### src/rtl/dnoc_chan_seq_pkg.sv
// Shared types for the dNoC channel sequencer: FSM encoding, loop-vector type
// and the nested-loop carry helper used by both the address unit and the last-beat shadow.
package dnoc_seq_pkg;

    localparam int LOOP_N     = 4;
    localparam int SEQ_ADDR_W = 13;

    typedef enum logic [1:0] {IDLE, LOAD, RUN, DONE} seq_state_e;

    typedef logic [LOOP_N-1:0][SEQ_ADDR_W-1:0] loop_vec_t;

    // Level i steps when every inner level (i+1..LOOP_N-1) sits at its len; the innermost always steps.
    function automatic logic [LOOP_N-1:0] loop_adv(input logic [LOOP_N-1:0] at_len);
        logic [LOOP_N-1:0] adv;
        adv = '0;
        adv[LOOP_N-1] = 1'b1;
        for (int i = LOOP_N-2; i >= 0; i--) begin
            adv[i] = adv[i+1] & at_len[i+1];
        end
        return adv;
    endfunction

endpackage

### src/rtl/dnoc_chan_seq_if.sv
// Descriptor and RAM-beat bundle of one dNoC channel.
// master = the sequencer (takes descriptors, issues RAM beats); slave = the queue/arbiter side.
interface dnoc_chan_seq_if
    import dnoc_seq_pkg::*;
#(
    parameter int ADDR_W = SEQ_ADDR_W
);
    logic                           cmd_valid;
    logic                           cmd_ready;
    logic [ADDR_W-1:0]              cmd_base;
    logic [LOOP_N-1:0][ADDR_W-1:0]  cmd_gap;
    logic [LOOP_N-1:0][ADDR_W-1:0]  cmd_len;
    logic                           ram_req;
    logic [ADDR_W-1:0]              ram_addr;
    logic                           ram_gnt;

    modport master (
        input  cmd_valid, cmd_base, cmd_gap, cmd_len, ram_gnt,
        output cmd_ready, ram_req, ram_addr
    );

    modport slave (
        output cmd_valid, cmd_base, cmd_gap, cmd_len, ram_gnt,
        input  cmd_ready, ram_req, ram_addr
    );

endinterface

### src/rtl/addr_mu.sv
// 4-level strided address generator: init loads base, each valid steps to the next address.
// Keeps one running start address per level so no multipliers are needed.
module addr_mu
    import dnoc_seq_pkg::*;
#(
    parameter int ADDR_W = SEQ_ADDR_W
) (
    input  logic                          clk,
    input  logic                          rst_n,
    input  logic                          initial_en,
    input  logic                          valid,
    input  logic [ADDR_W-1:0]             base,
    input  logic [LOOP_N-1:0][ADDR_W-1:0] gap,
    input  logic [LOOP_N-1:0][ADDR_W-1:0] len,
    output logic [ADDR_W-1:0]             addr
);

    logic [LOOP_N-1:0][ADDR_W-1:0] lc_q, lc_d;
    logic [LOOP_N-1:0][ADDR_W-1:0] lvl_q, lvl_d;
    logic [LOOP_N-1:0]             at_len, adv;
    logic [ADDR_W-1:0]             src;
    logic                          hit;

    always_comb begin
        for (int i = 0; i < LOOP_N; i++) begin
            at_len[i] = (lc_q[i] == len[i]);
        end
        adv   = loop_adv(at_len);
        lc_d  = lc_q;
        lvl_d = lvl_q;
        src   = '0;
        hit   = 1'b0;
        // The outermost stepping level that is not wrapping moves by its gap; all inner levels restart there.
        for (int i = 0; i < LOOP_N; i++) begin
            if (adv[i]) begin
                lc_d[i] = at_len[i] ? '0 : lc_q[i] + ADDR_W'(1);
            end
            if (!hit && adv[i] && !at_len[i]) begin
                hit = 1'b1;
                src = lvl_q[i] + gap[i];
            end
            if (hit) begin
                lvl_d[i] = src;
            end
        end
        if (!hit) begin
            lvl_d = {LOOP_N{base}};
        end
    end

    always_ff @(posedge clk or negedge rst_n) begin
        if (!rst_n) begin
            lc_q  <= '0;
            lvl_q <= '0;
        end else if (initial_en) begin
            lc_q  <= '0;
            lvl_q <= {LOOP_N{base}};
        end else if (valid) begin
            lc_q  <= lc_d;
            lvl_q <= lvl_d;
        end
    end

    assign addr = lvl_q[LOOP_N-1];

endmodule

### src/rtl/dnoc_chan_seq_loop_last.sv
// Shadow nested loop counters that track addr_mu step-for-step and flag the final beat.
module dnoc_loop_last
    import dnoc_seq_pkg::*;
#(
    parameter int ADDR_W = SEQ_ADDR_W
) (
    input  logic                          clk,
    input  logic                          rst_n,
    input  logic                          init,
    input  logic                          step,
    input  logic [LOOP_N-1:0][ADDR_W-1:0] len,
    output logic                          last
);

    logic [LOOP_N-1:0][ADDR_W-1:0] lc_q, lc_d;
    logic [LOOP_N-1:0]             at_len, adv;

    always_comb begin
        for (int i = 0; i < LOOP_N; i++) begin
            at_len[i] = (lc_q[i] == len[i]);
        end
        adv  = loop_adv(at_len);
        lc_d = lc_q;
        for (int i = 0; i < LOOP_N; i++) begin
            if (adv[i]) begin
                lc_d[i] = at_len[i] ? '0 : lc_q[i] + ADDR_W'(1);
            end
        end
    end

    always_ff @(posedge clk or negedge rst_n) begin
        if (!rst_n) begin
            lc_q <= '0;
        end else if (init) begin
            lc_q <= '0;
        end else if (step) begin
            lc_q <= lc_d;
        end
    end

    assign last = &at_len;

endmodule

### src/rtl/dnoc_chan_seq.sv
// Per-channel transfer sequencer: latches one strided descriptor, then issues
// one RAM request per beat through addr_mu and pulses done after the last beat.
module dnoc_chan_seq
    import dnoc_seq_pkg::*;
#(
    parameter int ADDR_W = SEQ_ADDR_W,
    parameter int CNT_W  = 32
) (
    input  logic              clk,
    input  logic              rst_n,
    dnoc_chan_seq_if.master   chan,
    input  logic              abort,
    input  logic              flow_ok,
    output logic              busy,
    output logic              done,
    output logic [CNT_W-1:0]  beat_cnt
);

    seq_state_e                    state_q, state_d;
    logic                          req_hold_q, req_hold_d;
    logic [ADDR_W-1:0]             base_q;
    logic [LOOP_N-1:0][ADDR_W-1:0] gap_q, len_q;

    logic              cmd_ready, ram_req, accept, beat, mu_init, last;
    logic [ADDR_W-1:0] mu_addr;

    always_comb begin
        state_d    = state_q;
        req_hold_d = req_hold_q;
        cmd_ready  = 1'b0;
        ram_req    = 1'b0;
        mu_init    = 1'b0;
        done       = 1'b0;
        case (state_q)
            IDLE: begin
                cmd_ready = !abort;
                if (chan.cmd_valid && !abort) state_d = LOAD;
            end
            LOAD: begin
                mu_init = 1'b1;
                state_d = RUN;
            end
            RUN: begin
                ram_req = flow_ok | req_hold_q;
                if (ram_req && chan.ram_gnt && last) state_d = DONE;
            end
            DONE: begin
                done    = !abort;
                state_d = IDLE;
            end
            default: state_d = IDLE;
        endcase
        // Once a request is shown it must persist, address unchanged, until granted.
        if (ram_req && !chan.ram_gnt) begin
            req_hold_d = 1'b1;
        end else if (chan.ram_gnt) begin
            req_hold_d = 1'b0;
        end
        if (abort && state_q != IDLE) begin
            state_d    = IDLE;
            req_hold_d = 1'b0;
        end
    end

    assign accept = chan.cmd_valid & cmd_ready;
    // A grant in an abort cycle is still a retired beat.
    assign beat   = ram_req & chan.ram_gnt;

    always_ff @(posedge clk or negedge rst_n) begin
        if (!rst_n) begin
            state_q    <= IDLE;
            req_hold_q <= 1'b0;
            base_q     <= '0;
            gap_q      <= '0;
            len_q      <= '0;
            beat_cnt   <= '0;
        end else begin
            state_q    <= state_d;
            req_hold_q <= req_hold_d;
            if (accept) begin
                base_q   <= chan.cmd_base;
                gap_q    <= chan.cmd_gap;
                len_q    <= chan.cmd_len;
                beat_cnt <= '0;
            end else if (beat) begin
                beat_cnt <= beat_cnt + CNT_W'(1);
            end
        end
    end

    addr_mu #(.ADDR_W(ADDR_W)) u_addr_mu (
        .clk        (clk),
        .rst_n      (rst_n),
        .initial_en (mu_init),
        .valid      (beat),
        .base       (base_q),
        .gap        (gap_q),
        .len        (len_q),
        .addr       (mu_addr)
    );

    dnoc_loop_last #(.ADDR_W(ADDR_W)) u_loop_last (
        .clk   (clk),
        .rst_n (rst_n),
        .init  (mu_init),
        .step  (beat),
        .len   (len_q),
        .last  (last)
    );

    assign chan.cmd_ready = cmd_ready;
    assign chan.ram_req   = ram_req;
    assign chan.ram_addr  = mu_addr;
    assign busy           = (state_q != IDLE);

endmodule

### src/flat_wrapper.sv
// flat-port wrapper written by rule: the top's interface ports become plain ports
module dnoc_chan_seq_flat import dnoc_seq_pkg::*;
#(
    parameter int ADDR_W = SEQ_ADDR_W,
    parameter int CNT_W  = 32
)
  (clk, rst_n, abort, flow_ok, busy, done, beat_cnt, chan_cmd_valid, chan_cmd_base, chan_cmd_gap, chan_cmd_len, chan_ram_gnt, chan_cmd_ready, chan_ram_req, chan_ram_addr);
  dnoc_chan_seq_if #(.ADDR_W(ADDR_W)) chan_i ();
  input  logic clk;
  input  logic rst_n;
  input  logic abort;
  input  logic flow_ok;
  output logic busy;
  output logic done;
  output logic [CNT_W-1:0] beat_cnt;
  input wire logic [$bits(chan_i.cmd_valid)-1:0] chan_cmd_valid;
  input wire logic [$bits(chan_i.cmd_base)-1:0] chan_cmd_base;
  input wire logic [$bits(chan_i.cmd_gap)-1:0] chan_cmd_gap;
  input wire logic [$bits(chan_i.cmd_len)-1:0] chan_cmd_len;
  input wire logic [$bits(chan_i.ram_gnt)-1:0] chan_ram_gnt;
  output wire logic [$bits(chan_i.cmd_ready)-1:0] chan_cmd_ready;
  output wire logic [$bits(chan_i.ram_req)-1:0] chan_ram_req;
  output wire logic [$bits(chan_i.ram_addr)-1:0] chan_ram_addr;
  assign chan_i.cmd_valid = chan_cmd_valid;
  assign chan_i.cmd_base = chan_cmd_base;
  assign chan_i.cmd_gap = chan_cmd_gap;
  assign chan_i.cmd_len = chan_cmd_len;
  assign chan_i.ram_gnt = chan_ram_gnt;
  assign chan_cmd_ready = chan_i.cmd_ready;
  assign chan_ram_req = chan_i.ram_req;
  assign chan_ram_addr = chan_i.ram_addr;
  dnoc_chan_seq #(.ADDR_W(ADDR_W), .CNT_W(CNT_W)) u_core (.clk(clk), .rst_n(rst_n), .chan(chan_i), .abort(abort), .flow_ok(flow_ok), .busy(busy), .done(done), .beat_cnt(beat_cnt));
endmodule
### config.mk
export PLATFORM = sky130hd
export DESIGN_NAME = dnoc_chan_seq_flat
export DESIGN_NICKNAME = d
export VERILOG_FILES = /design/src/rtl/dnoc_chan_seq_pkg.sv /design/src/rtl/dnoc_chan_seq_if.sv /design/src/rtl/addr_mu.sv /design/src/rtl/dnoc_chan_seq_loop_last.sv /design/src/rtl/dnoc_chan_seq.sv /design/src/flat_wrapper.sv
export SDC_FILE = /design/constraint.sdc
export NUM_CORES = 1
export LEC_CHECK = 0
export BUFFER_PORTS_ARGS = -buffer_cell sky130_fd_sc_hd__buf_2
export CAP_MARGIN = 20
export CELL_PAD_IN_SITES_DETAIL_PLACEMENT = 0
export CELL_PAD_IN_SITES_GLOBAL_PLACEMENT = 1
export CORE_MARGIN = 5
export CORE_UTILIZATION = 40
export CTS_BUF_LIST = sky130_fd_sc_hd__clkbuf_16
export DETAILED_ROUTE_END_ITERATION = 6
export PLACE_DENSITY = 0.7
export SLEW_MARGIN = 30
export SYNTH_ARGS = -nofsm -noshare
export SYNTH_HDL_FRONTEND = slang
export SYNTH_SLANG_ARGS = --single-unit
### constraint.sdc
create_clock -name clk -period 2.9 [get_ports clk]
set_clock_uncertainty 0.05 [all_clocks]
set_input_delay 0.58 -clock clk [delete_from_list [all_inputs] [get_ports clk]]
set_output_delay 0.58 -clock clk [all_outputs]
set_load 0.03 [all_outputs]
==> results.toml <==
[pwr]
irDropWorstVdd_uv = 544
net-switching-power_mw = 8.82
pwr-share-clk_pct = 20.6
p_leak_nw = 9.36
share_of_total_power_consumed_by_net_switching_pct = 41.1
seqPwrFrac_pct = 33.2
power_density_mw_per_mm2 = 1050
power.internal_mw = 12.6
power.share.combinational_pct = 46.2

[floorplanning]
dieWidth_um = 217
num_rows = 76
coreArea_mm2 = 0.0428
initial_utilization_pct = 40.2
floorplan.io_pins = 172
die_height_um = 217
die_area_mm2 = 0.0473

[setup_path]
worst-path-buf-inv = 0
worstPathMaxFanout = 2
worst_ep_required_time_ns = 3.26
critical_path_arrival_ns = 3.19
regToRegEndpoint = "u_core.u_addr_mu.addr[10]$_DFFE_PN0P_"
start_kind = "flip-flop"
regToRegSetupSlack_ns = 0.07
reg2reg_from = "u_core.gap_q[26]$_DFFE_PN0P_"
timing.critical_path.slowest_stage_cell = "sky130_fd_sc_hd__dfrtp_1"
crit_path_end = "u_core.u_addr_mu.addr[10]$_DFFE_PN0P_"
nature_of_the_critical_path_endpoint = "flip-flop"
worstPathCellList = "ha_2, fa_2, a211oi_2, nor2_1, o41a_1, a221oi_2, xnor2_1, a221o_1, a211oi_2, nor3_1"
critPathKind = "reg2reg"
stages_on_worst_setup_path = 10
top_family_by_delay_on_critical_path = "compound AO/OA/AOI/OAI gates"
crit_path_frequent_cell = "sky130_fd_sc_hd__a211oi_2"
r2r.worst_path.cells = 10
worst_path_largest_cell_delay_ns = 0.39
crit_start = "u_core.gap_q[26]$_DFFE_PN0P_"

[placed_design]
dp_hpwl_um = 34300
buffer_ports.inserted = 171
routabilityCongestion = 0.839
detailed_place.area_mm2 = 0.0192

[grt]
grt-ovfl-total = 0
maximum_number_of_pins_on_one_net_before_global_route_repair = 71
antenna_found_initial = 0
grt_pass1_vias = 13400
track_usage_pct = 19.3
global_route_wire_length_before_repair_um = 73500

[min_path]
type_of_the_worst_min_delay_path = "in2reg"
worstHoldPathCells = 2

[clocking]
cts_max_level = 2
tritoncts_clock_tree = "yes"
worst_skew_pair.late_latency_ns = 0.54
num_cts_buffers = 37
clock_tree.buffer_depth = 3
numClockSinks = 308
cts.clk_slew.worst_paths_ns = 0.06
clock-root-buffer = "sky130_fd_sc_hd__clkbuf_16"

[detailed_routing]
detailroute.via_count = 13700
vias_per_cell = 5.42
drt-wirelength-per-cell_um = 18.3
drt_iter0_markers = 688
drc = 0
wirelength_um = 46300
drtPass1Iterations = 6
antenna_viol_nets_final = 0

[synthesis]
avg_synthesized_cell_area_um2 = 9.94
synth_enable_flop_cells = 0
netlist_instances = 1731
syn_area_mm2 = 0.0172
synth-simple-area-share_pct = 16.9
share_of_the_yosys_chip_area_belonging_to_registers_pct = 44.8
mappedNetlistNets = 1920
ys_dominant_reg_cell = "sky130_fd_sc_hd__dfrtp_1"
synth-seq-cells = 308
combinational_family_with_the_most_area_after_synthesis = "simple AND/OR/NAND/NOR gates"
yosys-mux-area-fraction_pct = 7.95
synth_fa_ha_area_share_pct = 4.98
synthDistinctLibCells = 72
synth-xor-area-share_pct = 11.0
synth_compound_gate_area_share_pct = 11.7
synth_async_sr_flop_share_pct = 100
ys.warnings.count = 0

[run_status]
run_status = "finished clean"

[final_layout]
mostFrequentLayoutCells = "308 x sky130_fd_sc_hd__dfrtp_1, 170 x sky130_fd_sc_hd__buf_2, 168 x sky130_fd_sc_hd__nor2_1"
fin_nets = 2141
drive_above_1_share_pct = 23.9
final_cell_area_mm2 = 0.0205
flow.area_growth_from_synthesis_pct = 19.2
num-fill-cells = 4065
antenna_cells = 0
layout_commonest_cell = "sky130_fd_sc_hd__dfrtp_1"

[timing]
setup_tns_ns = 0
period_needed_ns = 2.83
finalMaxSlewViolations = 0
period_share_pct = 97.6
slew_headroom_pct = 62.2
fmaxAchievable_mhz = 353
grt_setup_unrepaired = "true"
tightestPinTransition_ns = 0.566
setup_violations = 0
fin_hold_viols = 0

[flow_run]
max-cap-violations = 0
-- layout make-up --
class	instances	area, um^2	area share [%]
multi-input combinational	1319	9230	45.0
clock buffer	37	926	4.52
tap	546	683	3.33
sequential	308	7710	37.6
clock inverter	27	195	0.952
timing repair buffer	254	1640	8.00
inverter	32	120	0.586
-- through the flow --
stage / hold slack, ns / utilization (%) / setup WS, ns / instances / total power, mW
6_report: 0.209 / 47.9 / 0.0685 / 2523 / 21.4
5_1_grt: 0.193 / 47.9 / -0.0568 / 2523 / 23.0
3_5_place_dp: 0.423 / 44.8 / -0.184 / 2453 / 16.8
2_1_floorplan: 0.234 / - / 0.0834 / 1731 / 13.8
4_1_cts: 0.169 / 47.5 / 0.00844 / 2518 / 21.4
3_3_place_gp: 0.418 / 44.8 / -0.202 / 2453 / 16.7
-- Yosys cell counts (all sizes together), types with 23 or more instances --
library cell / instances / area share, %
dfrtp: 308 / 45
nor2: 172 / 3.8
nand2: 141 / 3.1
xor2: 127 / 6.5
o21ai: 123 / 3.6
mux2: 117 / 7.7
xnor2: 90 / 4.6
a21oi: 65 / 1.9
ha: 62 / 4.5
nand3: 61 / 1.8
clkbuf: 53 / 1.2
and3: 45 / 1.6
nand4: 38 / 1.4
nor3: 35 / 1.0
inv: 32 / 0.70
nand2b: 28 / 1.0
nor4: 23 / 0.96
-- how the worst min path moves through the flow --
| stage | startpoint | to | slack, ns |
|---|---|---|---|
| final | chan_ram_gnt | u_core.req_hold_q$_DFFE_PN0P_ | 0.21 |
| after global routing | chan_ram_gnt | u_core.req_hold_q$_DFFE_PN0P_ | 0.19 |
| after CTS | chan_ram_gnt | u_core.req_hold_q$_DFFE_PN0P_ | 0.17 |
| after detailed placement | u_core.u_addr_mu.lvl_q[20]$_DFFE_PN0P_ | u_core.u_addr_mu.lvl_q[20]$_DFFE_PN0P_ | 0.42 |
| after global placement | u_core.u_addr_mu.lvl_q[15]$_DFFE_PN0P_ | u_core.u_addr_mu.lvl_q[15]$_DFFE_PN0P_ | 0.42 |
| after floorplan | rst_n | u_core.base_q[0]$_DFFE_PN0P_ | 0.23 |
-- repair_timing --
item	4_1_cts	5_1_grt
endpoints found under the setup margin	33	55
hold buffers	1	0
buffers inserted	0	3
pin swaps	2	10
gates resized for setup	7	32
cloned	0	2
endpoints found under the hold margin	57	0
-- worst reg2reg max path, cell delays in order (launching register included) --
cell	delay, ns
sky130_fd_sc_hd__dfrtp_1	0.39
sky130_fd_sc_hd__ha_2	0.20
sky130_fd_sc_hd__fa_2	0.35
sky130_fd_sc_hd__a211oi_2	0.19
sky130_fd_sc_hd__nor2_1	0.09
sky130_fd_sc_hd__o41a_1	0.37
sky130_fd_sc_hd__a221oi_2	0.33
sky130_fd_sc_hd__xnor2_1	0.14
sky130_fd_sc_hd__a221o_1	0.37
sky130_fd_sc_hd__a211oi_2	0.15
sky130_fd_sc_hd__nor3_1	0.07
-- kinds of logic after synthesis --
group           count (synthesis)
mux                           122
xor+xnor                      217
fa+ha+maj                      66
simple gates                  593
flops                         308
buf+inv                       104
compound gates                321
-- layer usage --
| metal | global-route usage (%) | vias to the layer above | part of all wire [%] | wire, um |
|---|---|---|---|---|
| li1 | - | 6607 | - | - |
| met1 | 27.0 | 6680 | 46 | 21400 |
| met2 | 31.1 | 312 | 47 | 21600 |
| met3 | 3.45 | 67 | 4.7 | 2160 |
| met4 | 5.48 | 0 | 2.5 | 1170 |
| met5 | 0 | - | 0 | 0 |
-- flip-flops by register name, indices dropped and copies added (netlist names) --
signal	cells
u_core.beat_cnt	32
u_core.len_q	52
u_core.gap_q	52
u_core.u_addr_mu.lvl_q	39
u_core.state_q	2
u_core.base_q	13
u_core.u_addr_mu.addr	13
u_core.u_loop_last.lc_q	52
u_core.req_hold_q	1
u_core.u_addr_mu.lc_q	52
-- power groups by stage --
| stage | sequential [mW] | combinational, mW | clock [mW] |
|---|---|---|---|
| final | 7.11 | 9.92 | 4.42 |
| after global routing | 7.29 | 11.0 | 4.73 |
| after CTS | 7.12 | 9.74 | 4.56 |
| after detailed placement | 7.19 | 9.64 | 0 |
| after global placement | 7.16 | 9.50 | 0 |
| after floorplan | 6.58 | 7.19 | 0 |
(Power assumes the default switching activity.)
